**src/rtl/common_pkg.sv**
```systemverilog
// Shared bus widths, CRTC register defaults and Wishbone address helpers.
package common_pkg;

    localparam int unsigned DATA_WIDTH    = 8;
    localparam int unsigned WB_ADDR_WIDTH = 16;
    localparam int unsigned NUM_CRTC_REGS = 14;

    localparam logic [WB_ADDR_WIDTH-1:0] CRTC_WB_BASE = 16'h0400;

    // Power-on values for R0..R13 (standard 40-column text timing).
    localparam logic [7:0] CRTC_DEFAULTS [NUM_CRTC_REGS] = '{
        8'd49, 8'd40, 8'd41, 8'd15, 8'd39, 8'd0, 8'd25,
        8'd32, 8'd0,  8'd9,  8'd0,  8'd0,  8'd16, 8'd0
    };

    function automatic logic [WB_ADDR_WIDTH-1:0] wb_crtc_addr(input int unsigned idx);
        return CRTC_WB_BASE | WB_ADDR_WIDTH'(idx & 32'h1f);
    endfunction

    function automatic logic [7:0] crtc_default(input int unsigned idx);
        if (idx < NUM_CRTC_REGS) begin
            return CRTC_DEFAULTS[idx];
        end
        return 8'h00;
    endfunction

endpackage

```
**src/rtl/crtc_wb_regs.sv**
```systemverilog
// CRTC register file shared between a pipelined Wishbone port and the
// 6845-style CPU address/data register interface.
module crtc_wb_regs
    import common_pkg::*;
#(
    parameter int unsigned NUM_REGS = 18
) (
    input  logic                          wb_clock_i,
    input  logic                          reset_i,
    input  logic [WB_ADDR_WIDTH-1:0]      wb_addr_i,
    input  logic [DATA_WIDTH-1:0]         wb_data_i,
    output logic [DATA_WIDTH-1:0]         wb_data_o,
    input  logic                          wb_we_i,
    input  logic                          wb_cycle_i,
    input  logic                          wb_strobe_i,
    output logic                          wb_stall_o,
    output logic                          wb_ack_o,
    input  logic                          crtc_clk_en_i,
    input  logic                          crtc_cs_i,
    input  logic                          crtc_we_i,
    input  logic                          crtc_rs_i,
    input  logic [7:0]                    crtc_data_i,
    output logic [7:0]                    crtc_data_o,
    output logic                          crtc_data_oe,
    output logic [NUM_REGS-1:0][7:0]      crtc_regs_o
);

    logic [NUM_REGS-1:0][7:0] regs;
    logic [4:0]               addr_q;
    logic                     ack_q;
    logic [4:0]               wb_idx;
    logic                     cpu_event;
    logic                     cpu_addr_wr;
    logic                     cpu_data_wr;
    logic                     wb_accept;
    logic [7:0]               wb_rd_val;
    logic [7:0]               cpu_rd_val;
    logic                     unused_addr_bits;

    assign wb_idx           = wb_addr_i[4:0];
    assign unused_addr_bits = ^wb_addr_i[WB_ADDR_WIDTH-1:5];

    assign cpu_event   = crtc_clk_en_i && crtc_cs_i;
    assign cpu_addr_wr = cpu_event && crtc_we_i && !crtc_rs_i;
    assign cpu_data_wr = cpu_event && crtc_we_i && crtc_rs_i;

    // A CPU data write owns the register file this cycle; Wishbone retries.
    assign wb_stall_o = cpu_data_wr;
    assign wb_accept  = wb_cycle_i && wb_strobe_i && !wb_stall_o;

    // Read muxes; indices beyond the implemented range read as zero.
    always_comb begin
        wb_rd_val  = 8'h00;
        cpu_rd_val = 8'h00;
        for (int unsigned i = 0; i < NUM_REGS; i++) begin
            if (wb_idx == 5'(i)) begin
                wb_rd_val = regs[i];
            end
            if (addr_q == 5'(i)) begin
                cpu_rd_val = regs[i];
            end
        end
    end

    assign crtc_data_oe = crtc_cs_i && !crtc_we_i && crtc_rs_i;
    assign crtc_data_o  = cpu_rd_val;
    assign crtc_regs_o  = regs;

    // Register file: CPU write takes priority over a Wishbone write.
    always_ff @(posedge wb_clock_i or posedge reset_i) begin
        if (reset_i) begin
            for (int unsigned i = 0; i < NUM_REGS; i++) begin
                regs[i] <= crtc_default(i);
            end
        end else begin
            for (int unsigned i = 0; i < NUM_REGS; i++) begin
                if (cpu_data_wr && addr_q == 5'(i)) begin
                    regs[i] <= crtc_data_i;
                end else if (wb_accept && wb_we_i && wb_idx == 5'(i)) begin
                    regs[i] <= 8'(wb_data_i);
                end
            end
        end
    end

    always_ff @(posedge wb_clock_i or posedge reset_i) begin
        if (reset_i) begin
            addr_q <= 5'd0;
        end else if (cpu_addr_wr) begin
            addr_q <= crtc_data_i[4:0];
        end
    end

    // Single-stage ack / read-data pipeline.
    always_ff @(posedge wb_clock_i or posedge reset_i) begin
        if (reset_i) begin
            ack_q     <= 1'b0;
            wb_data_o <= '0;
        end else begin
            ack_q <= wb_accept;
            if (wb_accept) begin
                wb_data_o <= wb_we_i ? '0 : DATA_WIDTH'(wb_rd_val);
            end
        end
    end

    // An ack is dropped if the initiator has abandoned the cycle.
    assign wb_ack_o = ack_q && wb_cycle_i;

endmodule

```
**config.mk**
```make
export PLATFORM = sky130hd
export DESIGN_NAME = crtc_wb_regs
export DESIGN_NICKNAME = d
export VERILOG_FILES = /design/src/rtl/common_pkg.sv /design/src/rtl/crtc_wb_regs.sv
export SDC_FILE = /design/constraint.sdc
export NUM_CORES = 1
export LEC_CHECK = 0
export BUFFER_PORTS_ARGS = -buffer_cell sky130_fd_sc_hd__buf_4
export CAP_MARGIN = 20
export CORE_AREA = 2 2 150 152
export CTS_BUF_LIST = sky130_fd_sc_hd__clkbuf_4 sky130_fd_sc_hd__clkbuf_8
export CTS_CLUSTER_DIAMETER = 200
export DETAILED_ROUTE_END_ITERATION = 8
export DIE_AREA = 0 0 152 154
export HOLD_SLACK_MARGIN = 0.15
export PLACE_DENSITY = 0.79
export SLEW_MARGIN = 20
export SYNTH_ARGS = -nofsm -noshare
export SYNTH_HDL_FRONTEND = slang
export SYNTH_SLANG_ARGS = --single-unit
```
**constraint.sdc**
```tcl
create_clock -name wb_clock_i -period 14.89 [get_ports wb_clock_i]
set_clock_uncertainty 0.2 [all_clocks]
set_input_delay 2.978 -clock wb_clock_i [delete_from_list [all_inputs] [get_ports wb_clock_i]]
set_output_delay 2.978 -clock wb_clock_i [all_outputs]
set_load 0.05 [all_outputs]
```
Yosys cells after proc, flatten, opt, wreduce, memory -nomap -nowiden
Cells that the tools add are included.
{"block": "totals", "in_bits": 41, "regBits": 158, "out_inout_bits": 163}
{"block": "op_classes", "muxes": 73, "n_eq_ne": 34, "reduce_logical": 69}
{"operator": "8-bit two-way mux", "n": 73}
{"operator": "5-bit by 4-bit equality test with 1-bit output (second input constant)", "n": 16}
{"operator": "1-bit logical AND", "n": 46}
{"operator": "5-bit by 3-bit equality test with 1-bit output (second input constant)", "n": 8}
{"operator": "2-bit nonzero test", "n": 18}
{"operator": "5-bit by 2-bit equality test with 1-bit output (second input constant)", "n": 4}
{"operator": "5-bit equality test (second input constant)", "n": 4}
{"operator": "5-bit by 1-bit equality test with 1-bit output (second input constant)", "n": 2}
{"operator": "5-bit logical NOT", "n": 2}
{"operator": "1-bit logical NOT", "n": 3}

Longest topological paths before layout
{"block": "logic_depth", "ltp_word": 20, "mapped_depth": 10, "depth_no_buf": 7}

Worst setup path after synthesis
Ideal clock, no wire load.
{"block": "synth_path", "path_kind": "input to output", "from": "input port crtc_rs_i", "to": "output port crtc_data_oe", "t_arrival_ns": 3.661, "path_buffers": 0, "path_slack_ns": 8.051, "stages": 2, "path_cell_list": "nand2_1 nor2_1"}
{"block": "synth_between", "elab_chain_cells": 1}
{"item": "start: declaration", "line": "crtc_wb_regs.sv:21", "text": "input logic crtc_rs_i,"}
{"item": "1-bit logical AND", "line": "crtc_wb_regs.sv:65", "text": "assign crtc_data_oe = crtc_cs_i && !crtc_we_i && crtc_rs_i;"}
{"item": "end: declaration", "line": "crtc_wb_regs.sv:24", "text": "output logic crtc_data_oe,"}
Every way passes these cells.

Worst setup path in the final report
{"block": "layout_path", "from": "input port crtc_we_i", "to": "output port wb_stall_o"}
{"block": "layout_between", "elab_chain_cells": 2}
{"item": "start: declaration", "line": "crtc_wb_regs.sv:20", "text": "input logic crtc_we_i,"}
{"item": "1-bit logical AND (2 in a row)", "line": "crtc_wb_regs.sv:45", "text": "assign cpu_data_wr = cpu_event && crtc_we_i && crtc_rs_i;"}
{"item": "end: declaration", "line": "crtc_wb_regs.sv:16", "text": "output logic wb_stall_o,"}
Every way passes these cells.

==> results.cfg <==
[cells_and_area]
drive_gt1_frac = 0.223
diodes = 0
area_delta_synth_final_pct = 15.6
fin_util = 0.576
nets = 1436

[setup_path]
worstPathArrival_ns = 4.29
cp_slowest_cell = inv_1
cp-start-kind = primary input
crit_path_max_fanout = 15
setup.worst_path.end_class = output port
path_cells = buf_4, nand4_1, buf_4, inv_1, buf_4
critPathMostFrequentCell = buf_4
cp.required_ns = 11.71
crit_type = in -> out
slowest_delay_ns = 0.58

[grt]
overflow = 0
grt_max_degree = 92
antenna_found_initial = 0
grt_pass1_vias = 11000
grt_pass1_wl_um = 71000
grt_usage = 0.402

[drt]
wl_met2_um = 21200
wl_um = 48600
vias = 11700
drt_first_pass_iters = 6
drt-met1-wl_um = 18700
dr.first_iter.drc_count = 1708
vias_per_cell = 6.96
wl_per_cell_um = 28.8
drtAntennaViolNets = 0
dr.max_layer_used = met4
drc = 0
wl_met3_um = 6510

[placement]
gp_congestion = 1.00
dp_hpwl_um = 34100
place.port_buffers = 192

[clock_tree]
clock_path_buffers = 2
clock_sinks = 158
cts_setup_buffers = 0
post_cts_resized = 0
cts_buffers = 17
htreeDepth = 4
cts_hold_buf = 0
clk_pin_slew_ns = 0.09
cts-root-buf = clkbuf_8
cts_tree = yes
insertion_delay_ns = 0.50

[logic_synthesis]
synth_cell_types = 87
synth_area_mm2 = 0.0108
synthArstFlopShare = 1.00
synth_seq_cells = 158
synthCells = 1283
synth.top_cells.by_area = dfrtp_1, mux2i_1, nand2_1
yosys.area.top_type_share = 0.313
synth_nets = 1324
ys_seq_area_frac = 0.369
synth_top_flop_cell = dfrtp_1
yosysWarnings = 0
synth_edf_count = 0
yosysMostFrequentCell = nand2_1
yosysTopAreaCell = dfrtp_1
synth_common_cells = nand2_1, nor2_1, dfrtp_1
synth_area_per_cell_um2 = 8.42

[sta]
slew_viol_final = 0
max_slew_margin = 0.287
hold_viol = 0
rsz0062_at_grt = no
tns_ns = 0
min_period_ns = 7.47
max_freq_mhz = 134
finalSetupViolCount = 0
worst_slew_pin_slew_ns = 1.07
fin_crit_sh = 0.502

[power_and_ir_drop]
p_comb_frac = 0.475
pwr-share-seq = 0.366
clkPwrFrac = 0.159
leakage_nw = 5.29
powerDensity_mw_per_mm2 = 164
power.internal_w = 0.000958
p_sw_w = 0.00109
ir_drop_v = 0.0000976
p_sw_frac = 0.531

[status]
status = completed

[run]
max-cap-violations = 0

[floorplanning]
design.core.area_mm2 = 0.0217
fp.dieH_um = 154
io_pins = 204
die_w_um = 152
start_util = 0.498
rows = 54
dieArea_mm2 = 0.0234

[min_path]
hold_class = reg -> reg
[metal layers]
metal  track usage  vias up
met2         0.607      971
met5             0        -
met4         0.177        0
li1              -     4918
met3         0.107      204
met1         0.546     5654
[worst paths after layout]
| check | startpoint | end | slack [ns] | depth (start not counted) |
|---|---|---|---|---|
| worst min-delay path | crtc_regs_o[21] | crtc_regs_o[21] | 0.31 | 2 |
| max in group asynchronous | reset_i | crtc_regs_o[135] | 10.64 | 3 |
| worst min register to register | crtc_regs_o[21] | crtc_regs_o[21] | 0.31 | 2 |
| min in group asynchronous | reset_i | crtc_regs_o[3] | 2.42 | 2 |
| worst max-delay path | crtc_we_i | wb_stall_o | 7.42 | 5 |
| worst max register to register | addr_q[0] | crtc_regs_o[88] | 11.03 | 7 |
[cells in the final DEF, fill, tap and decap left out, drive strengths merged, types with 4 or more instances in the layout]
cell      n
buf     202
nand2   167
nor2    147
dfrtp   135
mux2i   117
o21ai   104
a21oi    82
nor3     55
o22ai    40
a22oi    33
nand3    28
inv      25
dfstp    23
a31oi    19
clkbuf   19
nor2b    15
nand2b   13
and3     12
mux2     11
o221ai   11
a221oi   10
and2     10
o211ai    9
a22o      9
nand4     5
or3       5
a211oi    5
o21bai    5
a32oi     5
nor3b     5
o311ai    5
o21a      4
nand3b    4
or2       4
nor4      4
or3b      4
[logic make-up after synthesis]
| logic type | synth area share |
|---|---|
| AOI/OAI and AO/OA | 0.223 |
| and+or+nand+nor | 0.228 |
| buffers and inverters | 0.0578 |
| muxes | 0.122 |
| DFF | 0.369 |
[cell type report]
class                      count  area [um2]
clock buffer                  19         255
clock inverter                13         121
fill                        1978        9200
inverter                      16        65.1
multi-input combinational   1000        6200
sequential                   158        3980
tap                          280         350
timing repair buffer         202        1520
[power by group through the flow]
stage               Combinational, W  Sequential (W)  Clock, W
CTS                         0.000960        0.000732  0.000321
global route                 0.00101        0.000750  0.000336
floorplan                   0.000331        0.000997         0
detailed placement          0.000959        0.000738         0
global placement            0.000947        0.000738         0
finish                      0.000972        0.000748  0.000325
[registers in the layout, summed over array words and instances (netlist names)]
name,count
crtc_regs_o,144
wb_data_o,8
addr_q,5
ack_q,1
[critical path, delay by kind of cell]
family / cells / cell delay (ns)
buf+inv: 4 / 1.22
simple gates: 1 / 0.09
[metrics by stage]
step / total power, W / setup WS [ns] / cell area [um2] / hold WS [ns] / std cells
after global placement: 0.00169 / 7.47 / 12100 / 0.288 / 1656
after CTS: 0.00201 / 7.48 / 12500 / 0.311 / 1688
after detailed placement: 0.00170 / 7.48 / 12100 / 0.296 / 1656
after floorplan: 0.00133 / 7.49 / 10800 / 0.378 / 1283
after global routing: 0.00209 / 7.41 / 12500 / 0.332 / 1688
final: 0.00204 / 7.42 / 12500 / 0.311 / 1688
Note: power is estimated with default switching activity, not from simulation.
